===== src/rtl/clk_div_pkg.sv =====
// Shared constants and helpers for the clock-enable divider bank.
// half_ceil works at a fixed 64-bit width so any counter width up to 64 fits.
package clk_div_pkg;

  localparam int          DEF_CNT_W     = 32;
  localparam int unsigned DEF_RESET_DIV = 1000;
  localparam int          HC_W          = 64;

  // ceil(n/2) without the overflow that (n+1)>>1 would hit at the top of the range
  function automatic logic [HC_W-1:0] half_ceil(input logic [HC_W-1:0] n);
    return (n >> 1) + HC_W'(n[0]);
  endfunction

endpackage


===== src/rtl/clk_div_ch.sv =====
// One divider channel: counter, active/pending ratio, registered tick and square wave.
// A new ratio only takes over at a period boundary, on sync, or while the channel is idle.
module clk_div_ch
  import clk_div_pkg::*;
#(
  parameter int          CNT_W     = DEF_CNT_W,
  parameter int unsigned RESET_DIV = DEF_RESET_DIV
) (
  input  logic             clk,
  input  logic             rst_n,
  input  logic             en,
  input  logic             sync,
  input  logic             load,
  input  logic [CNT_W-1:0] div_val,
  output logic             tick,
  output logic             div_out,
  output logic             pend
);

  localparam logic [CNT_W-1:0] ONE     = CNT_W'(1);
  localparam logic [CNT_W-1:0] RST_DIV = CNT_W'(RESET_DIV);

  logic [CNT_W-1:0] cnt;
  logic [CNT_W-1:0] n_act;
  logic [CNT_W-1:0] n_pend;
  logic [CNT_W-1:0] cnt_nxt;
  logic [CNT_W-1:0] n_act_nxt;
  logic [CNT_W:0]   half_n;
  logic             active;
  logic             tc;
  logic             wrap;
  logic             pend_nxt;
  logic             tick_nxt;
  logic             div_nxt;

  assign active = (n_act != '0);
  assign tc     = active && (cnt == n_act - ONE);
  assign half_n = (CNT_W+1)'(half_ceil(HC_W'(n_act)));

  // An idle channel (N=0) behaves as if it wraps every edge, so a loaded ratio starts at once.
  assign wrap = sync || !active || (en && tc);

  always_comb begin
    cnt_nxt   = cnt;
    n_act_nxt = n_act;
    pend_nxt  = pend;
    if (wrap) begin
      cnt_nxt  = '0;
      pend_nxt = 1'b0;
      if (load) begin
        n_act_nxt = div_val;
      end else if (pend) begin
        n_act_nxt = n_pend;
      end
    end else begin
      if (en) begin
        cnt_nxt = cnt + ONE;
      end
      if (load) begin
        pend_nxt = 1'b1;
      end
    end
    tick_nxt = en && tc && !sync;
    div_nxt  = en ? (active && ({1'b0, cnt} < half_n)) : div_out;
  end

  always_ff @(posedge clk or negedge rst_n) begin
    if (!rst_n) begin
      cnt     <= '0;
      n_act   <= RST_DIV;
      n_pend  <= RST_DIV;
      pend    <= 1'b0;
      tick    <= 1'b0;
      div_out <= 1'b0;
    end else begin
      cnt     <= cnt_nxt;
      n_act   <= n_act_nxt;
      pend    <= pend_nxt;
      tick    <= tick_nxt;
      div_out <= div_nxt;
      if (load) begin
        n_pend <= div_val;
      end
    end
  end

endmodule


===== src/rtl/clk_div_bank.sv =====
// Bank of independent programmable clock-enable dividers for the timebase.
// Control strobes fan out to every channel; each channel gets its own ratio slice.
module clk_div_bank
  import clk_div_pkg::*;
#(
  parameter int          N_CH      = 2,
  parameter int          CNT_W     = DEF_CNT_W,
  parameter int unsigned RESET_DIV = DEF_RESET_DIV
) (
  input  logic                  clk,
  input  logic                  rst_n,
  input  logic                  en,
  input  logic                  sync,
  input  logic                  load,
  input  logic [N_CH*CNT_W-1:0] div_val,
  output logic [N_CH-1:0]       tick,
  output logic [N_CH-1:0]       div_out,
  output logic [N_CH-1:0]       pend
);

  for (genvar k = 0; k < N_CH; k++) begin : g_ch
    clk_div_ch #(
      .CNT_W     (CNT_W),
      .RESET_DIV (RESET_DIV)
    ) u_ch (
      .clk     (clk),
      .rst_n   (rst_n),
      .en      (en),
      .sync    (sync),
      .load    (load),
      .div_val (div_val[k*CNT_W +: CNT_W]),
      .tick    (tick[k]),
      .div_out (div_out[k]),
      .pend    (pend[k])
    );
  end

endmodule

===== config.mk =====
export PLATFORM = sky130hd
export DESIGN_NAME = clk_div_bank
export DESIGN_NICKNAME = d
export VERILOG_FILES = /design/src/rtl/clk_div_pkg.sv /design/src/rtl/clk_div_ch.sv /design/src/rtl/clk_div_bank.sv
export SDC_FILE = /design/constraint.sdc
export NUM_CORES = 1
export LEC_CHECK = 0
export ABC_AREA = 1
export ABC_CLOCK_PERIOD_IN_PS = 4400
export BUFFER_PORTS_ARGS = -buffer_cell sky130_fd_sc_hd__buf_2
export CELL_PAD_IN_SITES_DETAIL_PLACEMENT = 1
export CELL_PAD_IN_SITES_GLOBAL_PLACEMENT = 1
export CORE_MARGIN = 2
export CORE_UTILIZATION = 46
export DETAILED_ROUTE_END_ITERATION = 6
export PLACE_DENSITY_LB_ADDON = 0.08
export SYNTH_ARGS = -nofsm -noshare
export SYNTH_HDL_FRONTEND = slang
export SYNTH_HIERARCHICAL = 1
export SYNTH_SLANG_ARGS = --single-unit

===== constraint.sdc =====
create_clock -name clk -period 4.4 [get_ports clk]
set_input_delay 0.88 -clock clk [delete_from_list [all_inputs] [get_ports clk]]
set_output_delay 0.88 -clock clk [all_outputs]
set_load 0.01 [all_outputs]

After elaboration in Yosys (flattened, before gate mapping)
Cells that the tools add are included.
Widths: inputs -> output; s select.
{"block": "word_totals", "inputBits": 69, "ff_bits": 198, "word_cells": 58, "output_inout_bits": 6}
{"block": "op_classes", "magnitude_cmp": 2, "reduce_logical": 25, "eq_ne": 2, "mux": 11, "n_addsub": 6}
{"cell": "$mux 32", "count": 8}
{"cell": "$lt 32x33->1", "count": 2}
{"cell": "$add 31x1->32", "count": 2}
{"cell": "$add 32x1->32 const B", "count": 2}
{"cell": "$eq 32x32->1", "count": 2}
{"cell": "$reduce_bool 32->1", "count": 2}
{"cell": "$sub 32x1->32 const B", "count": 2}
{"cell": "$reduce_bool 2->1", "count": 6}
{"cell": "$logic_and 1x1->1", "count": 8}
{"cell": "$logic_or 1x1->1", "count": 4}
{"cell": "$reduce_and 2->1", "count": 2}
{"cell": "$logic_not 1->1", "count": 3}
{"cell": "$mux 1", "count": 3}

Logic depth before layout (Yosys ltp)
Gate-level depths: netlist of the first run.
{"block": "logic_depth", "word_depth": 6, "mapped_depth": 20, "ltp_nobuf": 19}

By module
The synthesis of the first run kept the hierarchy.
{"module": "clk_div_ch", "area_per_inst_um2": 7365.8, "cells_per_inst": 1084, "instances": 2}

Worst setup path after synthesis of the first run
Ideal clock, no wire load.
{"block": "synth_timing", "path_kind": "register to register", "start": "reg g_ch[0].u_ch.n_act[1]", "end": "reg g_ch[0].u_ch.div_out", "setup_ns": 0.117, "stages_incl_launch_ff": 20, "arrival_ns": 3.016, "setup_slack_ns": 1.267, "synth_period_minus_slack_ns": 3.133, "path_cell_list": "dfrtp_1 > ha_1 > ha_1 > nand3_1 > nor2_1 > nand3_1 > nor3_1 > nand2_1 > or3_1 > nor3_1 > nand2_1 > xor2_1 > ha_1 > nand4_1 > nor3_1 > nand2_1 > o211ai_1 > nor2_1 > nand2_1 > nand2_1"}
{"block": "synth_between", "elab_chain_cells": 3, "elab_cells_between_ends": 4}
{"item": "start, declared", "line": "clk_div_ch.sv:24", "source": "logic [CNT_W-1:0] n_act;"}
{"item": "start signal, assigned", "line": "clk_div_ch.sv:77", "source": "n_act <= n_act_nxt;"}
{"item": "$add 31x1->32", "line": "clk_div_pkg.sv:11", "source": "return (n >> 1) + HC_W'(n[0]);"}
{"item": "$lt 32x33->1", "line": "clk_div_ch.sv:64", "source": "div_nxt = en ? (active && ({1'b0, cnt} < half_n)) : div_out;"}
{"item": "$logic_and 1x1->1 *", "line": "clk_div_ch.sv:64"}
{"item": "end signal, assigned", "line": "clk_div_ch.sv:80", "source": "div_out <= div_nxt;"}
{"item": "end, declared", "line": "clk_div_ch.sv:16", "source": "output logic div_out,"}
Every way passes the cells marked *; elsewhere a longest branch is shown, timed or not.
A chain may end at the register's enable or synchronous reset.

Worst setup path after layout of the first run
{"block": "layout_timing", "start": "reg g_ch[1].u_ch.n_act[1]", "end": "reg g_ch[1].u_ch.div_out"}
{"block": "layout_between", "elab_chain_cells": 3, "elab_cells_between_ends": 4}
{"item": "start, declared", "line": "clk_div_ch.sv:24"}
{"item": "start signal, assigned", "line": "clk_div_ch.sv:77"}
{"item": "$add 31x1->32", "line": "clk_div_pkg.sv:11"}
{"item": "$lt 32x33->1", "line": "clk_div_ch.sv:64"}
{"item": "$logic_and 1x1->1 *", "line": "clk_div_ch.sv:64"}
{"item": "end signal, assigned", "line": "clk_div_ch.sv:80"}
{"item": "end, declared", "line": "clk_div_ch.sv:16"}
Marked as above.

==> results of run 1 <==
[power by group through the flow]
stage | sequential (uW) | clock, uW | combinational, uW
floorplan | 2090 | 0 | 1070
global placement | 2260 | 0 | 1300
finish | 2250 | 1570 | 1360
detailed placement | 2270 | 0 | 1350
CTS | 2240 | 1620 | 1360
global route | 2260 | 1670 | 1550
[final timing paths]
path | depth (start not counted) | startpoint | to | slack [ps]
setup / recovery | 19 | g_ch[1].u_ch/n_act[1] | g_ch[1].u_ch/div_out | 520
hold / removal | 2 | g_ch[1].u_ch/n_pend[24] | g_ch[1].u_ch/n_pend[24] | 470
setup reg to reg | 19 | g_ch[1].u_ch/n_act[1] | g_ch[1].u_ch/div_out | 520
hold reg to reg | 2 | g_ch[1].u_ch/n_pend[24] | g_ch[1].u_ch/n_pend[24] | 470
max in group asynchronous | 2 | rst_n | g_ch[1].u_ch/n_pend[8] | 2870
min in group asynchronous | 1 | rst_n | g_ch[0].u_ch/cnt[16] | 540
[Yosys cell counts, types with 6 or more instances]
cell type and number:
o21ai_1 6, nand2_2 12, nand2_1 748, xor2_1 92, nor4_1 10, buf_6 10
a21oi_1 48, nor2_2 18, dfrtp_1 174, nand4_1 42, a211oi_1 6, xnor2_1 32
buf_2 22, and3_1 6, o21ai_0 18, clkbuf_1 42, inv_1 192, nand3_1 196
nor2_1 270, nor3_1 62, nand3b_1 18, dfstp_2 24, ha_1 70
[per-layer routing]
| layer | vias up | routed length (um) |
|---|---|---|
| li1 | 6957 | - |
| met1 | 7015 | 25090 |
| met2 | 277 | 21200 |
| met3 | 37 | 2058 |
| met4 | 0 | 619 |
| met5 | - | 0 |
[area by class of cell]
cell class	count	area, um2	share of cell area [%]
clock buffers	20	456.7	2.873
clock inverters	12	107.6	0.6768
inverters	194	728.2	4.581
multi-input cells	1696	8598	54.08
flip-flops and latches	198	4985	31.36
well taps	402	503.0	3.164
repair buffers	91	519.2	3.266
[worst reg2reg max path, delay by kind of cell (launching register included)]
kind | cells | cell delay [ps]
xor gates and xnor gates | 1 | 170
adders and majority gates | 3 | 710
DFF | 1 | 420
and+or+nand+nor | 14 | 2380
AOI/OAI and AO/OA | 1 | 90
[sequential cells by signal, summed over array words and instances, names as in the netlist]
signal and count:
g_ch.u_ch/div_out 2, g_ch.u_ch/n_act 64, g_ch.u_ch/pend 2, g_ch.u_ch/cnt 64, g_ch.u_ch/tick 2, g_ch.u_ch/n_pend 64
[through the flow]
| step | area (um2) | util (%) | worst slack, ps | instances |
|---|---|---|---|---|
| finish | 15900 | 50.38 | 522.5 | 2613 |
| global route | 15900 | 50.38 | 89.76 | 2613 |
| CTS | 15900 | 50.38 | 596.2 | 2613 |
| detailed placement | 15330 | 48.59 | 626.6 | 2581 |
| global placement | 15330 | 48.59 | 800.4 | 2581 |
| floorplan | 14730 | - | 1267 | 2168 |
[cell usage in the layout (no fill, tap or decap), drive strengths merged]
master,instances
a31oi,2
a21oi,48
a21o,4
nand4,42
nor2,294
o221ai,2
o31ai,4
xnor2,32
o2111ai,2
ha,70
inv,200
and3,6
xor2,92
nand3,196
clkbuf,21
o21ai,24
o211ai,4
nand3b,18
nor3b,2
or3,2
clkinv,6
nand2,760
nor3,66
a211oi,6
dfrtp,174
nor4,12
dfstp,24
o21bai,2
and2,2
xnor3,4
buf,90
[cell families (layout without fill, tap and decap cells)]
kind of cell,Yosys count,after routing,share of synthesized area [%]
AO/OA/AOI/OAI,98,98,3.788
XOR/XNOR,128,128,7.984
adder cells (fa/ha/maj),70,70,5.945
buffers and inverters,274,317,7.797
flip-flops,198,198,33.84
AND/OR/NAND/NOR,1400,1400,40.65
==> impl_metrics.tcl, run 1 <==
set metrics [dict create \
    initial_utilization_pct 46.69 \
    maxSlewHeadroom_pct 28.54 \
    synth_top_area_share_pct 29.56 \
    critPathBufInv 0 \
    ant_nets 0 \
    syn_avg_cell_area_um2 6.795 \
    synth.distinct_cells 41 \
    fmax_mhz 257.9 \
    die-area_um2 33470 \
    die_w_um 183.0 \
    critPathMaxFanout 4 \
    status "finished, final reports clean" \
    cts_sinks 198 \
    clockRootBuffer "clkbuf_16" \
    timing.hold.ws_ps 472.7 \
    critPathRequiredTime_ps 4760 \
    grt_max_degree 103 \
    vias_per_cell 5.467 \
    ys_top_cells_by_area "dfrtp_1 30%, nand2_1 19%, nor2_1 6.9%, nand3_1 6.7%, ha_1 5.9%" \
    total_power_uw 5179 \
    ys_seq_area_share_pct 33.84 \
    min_period_ps 3877 \
    io_buffer_count 74 \
    diodes 0 \
    critPathKind "register to register" \
    drv_slew 0 \
    critPathLaunchType "register" \
    synth-main-ff-cell "dfrtp_1" \
    p_clk_share_pct 30.3 \
    use_met3_pct 4.269 \
    io_pins 75 \
    leakage_uw 0.007901 \
    rsz0062_at_grt "false" \
    row_count 65 \
    setup_tns_ps 0 \
    skew_ps 19.49 \
    die_h_um 183.0 \
    grt_pass1_vias 14820 \
    combPwrFrac_pct 26.3 \
    insertion_delay_ps 470 \
    ys_warn_count 6 \
    slowest_stage "dfrtp_1" \
    drtPass1Iterations 5 \
    wl_per_cell_um 18.74 \
    synth.largest_area_cell "dfrtp_1" \
    post-route-period-util_pct 88.12 \
    ctsResizeCount 0 \
    ys_ff_latch 198 \
    endpoint_kind "register" \
    path_clk_slew_ps 90 \
    seqPwrFrac_pct 43.4 \
    synthCells 2168 \
    core_um2 31560 \
    maxCapViolCount 0 \
    antenna_found_initial 0 \
    ctsHtreeMaxLevel 4 \
    synth_edf_count 0 \
    hold_viol 0 \
    clk_path_buf_depth 2 \
    grtUsageTotal_pct 30.32 \
    hold_path_class "register to register" \
    drcViolationCount 0 \
    p_int_uw 3202 \
    crit_path_cell_trace "ha_1, ha_1, nand3_1, nor2_1, nand3_1, nor3_1, nand2_1, or3_1, nor3_1, nand2_1, xor2_1, ha_1, nand4_1, nor3_1, nand2_1, o211ai_1, nor2_1, nand2_1, nand2_1" \
    gr-total-overflow 0 \
    synth-async-reset-ratio_pct 100.0 \
    grt_use_met1_pct 45.53 \
    via_count 14290 \
    dpl.hpwl_um 38660 \
    crit_family "simple AND/OR/NAND/NOR gates" \
    nNetsFinal 2337 \
    cp.arrival_ps 4230 \
    busiest_layer "met2" \
    numCtsBuffers 17 \
    cpMostUsedCell "nand2_1" \
    syn2layout_area_growth_pct 7.915 \
    globalplace.congestion 0.9279 \
    use_met2_pct 46.55 \
    swShare_pct 38.17 \
    fillers 4203 \
    cts_tree "yes" \
    switching_power_uw 1977 \
    powerDensity_nw_per_um2 325.8 \
    peakVddDrop_v 0.0002872 \
    cpPeakStageDelay_ps 420 \
    setup_viol 0 \
    drt-total-wl_um 48980 \
    hold_buffers 0 \
    worstMarginPinSlew_ps 1069 \
    drtIter0Drc 904 \
    postCtsSetupBuffers 0 \
    synth_area_um2 14730 \
    grt_pass1_wl_um 79760 \
    synthesis.nets 2307 \
    drive_gt1_share_pct 8.503 \
]
No activity file was read; power rests on OpenSTA's default activity.
==> inputs of run 2 (changes only) <==
ABC_AREA = unset   (was 1)
CORE_UTILIZATION = 49   (was 46)
SLEW_MARGIN = 10   (was unset)
==> run 2 against run 1 <==
Against the previous run:
- critical path depth decreased by 7
- clock-buffer cell count shrank 1
- wire length is 28% lower
- utilization up 4.0 points
- maximum frequency fell by 2.1%
- worst hold slack worse by 130 ps
- critical path type unchanged
- largest cell class unchanged
- highest routed layer unchanged
==> impl_metrics.tcl, run 2 <==
set metrics [dict create \
    status "finished, final reports clean" \
    fillers 3043 \
    maxCapViolCount 0 \
    ys_ff_latch 198 \
    slowest_stage "or4b_1" \
    synth_edf_count 0 \
    peakVddDrop_v 0.0002352 \
    synthAdderAreaFrac_pct 6.470 \
    crit_path_cell_trace "inv_1, ha_1, or4b_1, or3_4, nor2b_2, nand4_1, a211o_1, nor4_1, a21o_1, and2b_2, buf_4, mux2_2" \
    hold_path_class "input pin to asynchronous set/reset pin" \
    seqPwrFrac_pct 45.4 \
    synth-simple-area-share_pct 20.45 \
    grt_pass1_vias 10930 \
    drcViolationCount 0 \
    final_cell_mix "174 x dfrtp_1, 133 x nor2_1, 118 x xor2_1, 94 x xnor2_1, 75 x nand2_1" \
    antenna_found_initial 0 \
    cts_sinks 198 \
    min_period_ps 3960 \
    yosys.area_share.xor_xnor_pct 13.72 \
    synth_compound_area_share_pct 5.916 \
    skew_ps 14.23 \
    hold_buffers 0 \
    placedCellCount 1703 \
    hold_viol 0 \
    synth_mux_area_share_pct 12.77 \
    reg.largest.list "g_ch.u_ch/cnt (64), g_ch.u_ch/n_act (64), g_ch.u_ch/n_pend (64)" \
    yosys-top-cells-count "174 x dfrtp_1, 133 x nor2_1, 118 x xor2_1, 94 x xnor2_1, 75 x nand2_1" \
    final_common_cell "dfrtp_1" \
    critPathRequiredTime_ps 4730 \
    drt-total-wl_um 35390 \
    synth.largest_area_cell "dfrtp_1" \
    cts_tree "yes" \
    timing.hold.ws_ps 345.7 \
    reg2reg_to "g_ch[0].u_ch/n_act[17]" \
    drtIter0Drc 476 \
    die_h_um 170.2 \
    synth_area_um2 13540 \
    cp.arrival_ps 4290 \
    setup_slack_ps 439.9 \
    r2r-start "g_ch[0].u_ch/n_act[0]" \
    rsz0062_at_grt "false" \
    diodes 0 \
    via_count 10180 \
    critPathBufInv 2 \
    die-area_um2 28970 \
    syn_avg_cell_area_um2 10.03 \
    switching_power_uw 1794 \
    post-place-ws_ps 484.5 \
    clk_path_buf_depth 2 \
    fmax_mhz 252.5 \
    drive_gt1_share_pct 21.88 \
    wl_per_cell_um 20.40 \
    vias_per_cell 5.865 \
    leakage_uw 0.006413 \
    ys_seq_area_share_pct 36.82 \
    p_clk_share_pct 31.5 \
    nNetsFinal 1520 \
    synth.distinct_cells 58 \
    ctsHtreeMaxLevel 4 \
    die_w_um 170.2 \
    critPathMaxFanout 17 \
    critPathLaunchType "register" \
    synth_top_area_share_pct 32.17 \
    post-route-period-util_pct 90.00 \
    endpoint_kind "register" \
    clockRootBuffer "clkbuf_16" \
    synth-main-ff-cell "dfrtp_1" \
    dpl.hpwl_um 26320 \
    path_clk_slew_ps 80 \
    crit_family "simple AND/OR/NAND/NOR gates" \
    cpPeakStageDelay_ps 590 \
    io_pins 75 \
    grt_max_degree 115 \
    rrSetupSlack_ps 440 \
    worstMarginPinSlew_ps 718.0 \
    combPwrFrac_pct 23.0 \
    initial_utilization_pct 50.09 \
    grt_pass1_wl_um 58850 \
    core_um2 27030 \
    ys_warn_count 6 \
    setup_viol 0 \
    setup_tns_ps 0 \
    p_int_uw 3491 \
    gr-total-overflow 0 \
    ant_nets 0 \
    syn2layout_area_growth_pct 8.615 \
    drv_slew 0 \
    globalplace.congestion 0.8453 \
    fin_cells 1735 \
    synth.most_common_cell "dfrtp_1" \
    reg2regPathDepth 12 \
    numCtsBuffers 17 \
    insertion_delay_ps 450 \
    post-route-util_pct 54.40 \
    synthesis.nets 1488 \
    postCtsSetupBuffers 0 \
    synthCells 1349 \
    row_count 60 \
    ys_top_cells_by_area "dfrtp_1 32%, xor2_1 7.6%, mux2_4 6.7%, ha_1 6.5%, xnor2_1 6.1%" \
    io_buffer_count 74 \
    powerDensity_nw_per_um2 359.4 \
    swShare_pct 33.94 \
    grtUsageTotal_pct 25.65 \
    synth-async-reset-ratio_pct 100.0 \
    drtPass1Iterations 7 \
    critPathKind "register to register" \
    maxSlewHeadroom_pct 51.96 \
    synth_top_family_by_area "simple AND/OR/NAND/NOR gates" \
    ctsResizeCount 0 \
]
==> run 2: cell count changes after synthesis, moves of 33 or more <==
cell,change
xnor2_1,+62
mux2_4,+60
inv_1,-174
nand2_1,-673
nor3_1,-33
mux2_2,+68
nand3_1,-127
nor2_1,-137
==> run 2: kinds of logic after synthesis <==
kind of cell / count (synthesis)
flops: 198
fa+ha+maj: 70
mux: 134
buf+inv: 100
xor+xnor: 212
compound gates: 120
simple gates: 515
==> run 2: worst max path at each step <==
stage | from | endpoint | cells after the start
after floorplan | g_ch[1].u_ch/n_act[6] | g_ch[1].u_ch/div_out | 18
after global placement | g_ch[0].u_ch/n_act[0] | g_ch[0].u_ch/n_act[1] | 12
after detailed placement | g_ch[0].u_ch/n_act[0] | g_ch[0].u_ch/n_act[17] | 12
after CTS | g_ch[0].u_ch/n_act[0] | g_ch[0].u_ch/n_act[17] | 12
after global routing | g_ch[0].u_ch/n_act[2] | g_ch[0].u_ch/n_act[17] | 10
final | g_ch[0].u_ch/n_act[0] | g_ch[0].u_ch/n_act[17] | 12
==> run 2: layout make-up <==
type	count	area (um2)	area share [%]
timing repair buffer	95	561.8	3.821
tap	341	426.7	2.902
sequential	198	4985	33.90
clock buffer	19	452.9	3.081
inverter	18	67.56	0.4595
multi-input combinational	1051	8034	54.64
clock inverter	13	175.2	1.191
==> run 2: layer usage <==
metal | vias up | GRT usage (%) | share of wire [%]
met5 | - | 0 | 0
met4 | 0 | 6.838 | 1.8
li1 | 4832 | - | -
met3 | 35 | 2.930 | 2.1
met1 | 5183 | 32.54 | 44
met2 | 125 | 46.27 | 52
==> run 2: through the flow <==
step	power (uW)	instance area [um2]
after global placement	3597	14070
after CTS	5354	14700
final	5285	14700
after global routing	5584	14700
after detailed placement	3645	14070
after floorplan	3289	13540
==> run 2: power groups by stage <==
stage	logic, uW	registers (uW)	clock network, uW
6_report	1220	2400	1670
5_1_grt	1350	2450	1780
4_1_cts	1230	2400	1730
3_5_place_dp	1210	2430	0
3_3_place_gp	1180	2420	0
2_1_floorplan	1150	2140	0
==> inputs of run 3 (changes only) <==
ABC_CLOCK_PERIOD_IN_PS = 4480   (was 4400)
clock period = 4.48 ns   (was 4.4 ns; I/O delays follow)
==> run 3 against run 2 <==
Against the previous run:
- global-route usage hardly changed
- wire length fell by 0.21%
- via count hardly changed
- clock-buffer cell count did not move
- first-iteration DRC count rose by 16%
- die area unchanged
- worst hold slack better by 160 ps
- power fell by 1.2%
- clock skew up 4.1 ps
==> impl_metrics.tcl, run 3 (synthesis gave the netlist of run 2 again) <==
set metrics [dict create \
    powerDensity_nw_per_um2 355.2 \
    wl_per_cell_um 20.36 \
    peakVddDrop_v 0.0002432 \
    maxSlewHeadroom_pct 47.58 \
    numCtsBuffers 17 \
    cts_sinks 198 \
    postCtsSetupBuffers 0 \
    critPathKind "register to register" \
    clk_path_buf_depth 2 \
    drtPass1Iterations 4 \
    post-route-period-util_pct 89.89 \
    reg.largest.list "g_ch.u_ch/cnt (64), g_ch.u_ch/n_act (64), g_ch.u_ch/n_pend (64)" \
    grtUsageTotal_pct 25.66 \
    via_count 10190 \
    vias_per_cell 5.870 \
    io_buffer_count 74 \
    die_w_um 170.2 \
    post-route-util_pct 54.37 \
    final_cell_mix "174 x dfrtp_1, 133 x nor2_1, 118 x xor2_1, 94 x xnor2_1, 75 x nand2_1" \
    cts_tree "yes" \
    placedCellCount 1702 \
    syn2layout_area_growth_pct 8.550 \
    drtIter0Drc 552 \
    setup_viol 0 \
    nNetsFinal 1519 \
    final_common_cell "dfrtp_1" \
    status "finished, final reports clean" \
    die_h_um 170.2 \
    row_count 60 \
    grt_max_degree 92 \
    grt_pass1_vias 10980 \
    worstMarginPinSlew_ps 780.3 \
    min_from "g_ch[1].u_ch/n_pend[18]" \
    rrSetupSlack_ps 450 \
    drive_gt1_share_pct 21.75 \
    leakage_uw 0.006407 \
    ctsHtreeMaxLevel 4 \
    antenna_found_initial 1 \
    drv_slew 0 \
    endpoint_kind "register" \
    critPathRequiredTime_ps 4810 \
    path_clk_slew_ps 70 \
    hold_buffers 0 \
    reg2regPathDepth 11 \
    insertion_delay_ps 450 \
    reg2reg_to "g_ch[0].u_ch/n_act[17]" \
    ant_nets 0 \
    grt_pass1_wl_um 58640 \
    hold_depth 1 \
    ctsResizeCount 0 \
    r2r-start "g_ch[0].u_ch/n_act[2]" \
    rsz0062_at_grt "false" \
    initial_utilization_pct 50.09 \
    hold_path_class "register to register" \
    hold_end "g_ch[1].u_ch/n_pend[18]" \
    critPathMaxFanout 18 \
    io_pins 75 \
    fmax_mhz 248.3 \
    drt-total-wl_um 35320 \
    post_dp_cell_area_um2 14070 \
    maxCapViolCount 0 \
    setup_tns_ps 0 \
    critPathLaunchType "register" \
    finalInstanceArea_um2 14690 \
    clockRootBuffer "clkbuf_16" \
    skew_ps 18.31 \
    core_um2 27030 \
    cp.arrival_ps 4350 \
    fin_cells 1735 \
    die-area_um2 28970 \
    min_period_ps 4027 \
    dpl.hpwl_um 26140 \
    hold_viol 0 \
    globalplace.congestion 0.8432 \
    gr-total-overflow 0 \
    drcViolationCount 0 \
]
[run 3: metrics by stage]
step | worst slack, ps | hold slack, ps | total power, uW
finish | 452.8 | 501.3 | 5220
CTS | 471.3 | 505.8 | 5274
floorplan | 768.6 | 468.1 | 3230
global route | 140.2 | 519.8 | 5500
global placement | 701.6 | 482.1 | 3533
detailed placement | 516.9 | 486.6 | 3577
[run 3: layer usage]
layer	up-vias	global-route usage [%]	share of wire (%)	wire, um
met3	36	3.395	2.3	796
met4	0	7.878	2.0	721
met2	119	45.56	51	17960
met5	-	0	0	0
met1	5188	32.46	45	15850
li1	4842	-	-	-
[run 3: final cells by class]
| type | instances | area [um2] |
|---|---|---|
| flip-flops and latches | 198 | 4985 |
| inverters | 18 | 67.56 |
| diodes | 1 | 2.502 |
| fillers | 3011 | 12330 |
| clock buffers | 19 | 442.9 |
| repair buffers | 94 | 554.3 |
| well taps | 341 | 426.7 |
| multi-input cells | 1051 | 8034 |
| clock inverters | 13 | 181.4 |
[run 3: power by group]
part           internal (uW)  switching (uW)
clock                    871             794
combinational            605             591
sequential              1990             372
[run 3: critical path: stages (launching register included)]
cell	delay, ps
dfrtp_1	530
nor3_1	710
nand4_1	220
buf_4	220
or3_1	310
o31ai_1	480
nand4_1	160
nor4_1	240
a21o_1	170
and2b_2	150
buf_4	330
mux2_2	380
[run 3: worst max-delay path by stage]
stage                                startpoint                     end  slack, ps  depth (start not counted)
after floorplan           g_ch[1].u_ch/n_act[6]    g_ch[1].u_ch/div_out        770                         18
after global placement    g_ch[1].u_ch/n_act[0]    g_ch[1].u_ch/div_out        700                         18
after detailed placement  g_ch[1].u_ch/n_act[0]    g_ch[1].u_ch/div_out        520                         18
after CTS                 g_ch[1].u_ch/n_act[0]    g_ch[1].u_ch/div_out        470                         17
after global routing      g_ch[1].u_ch/n_act[0]    g_ch[1].u_ch/div_out        140                         18
final                     g_ch[0].u_ch/n_act[2]  g_ch[0].u_ch/n_act[17]        450                         11
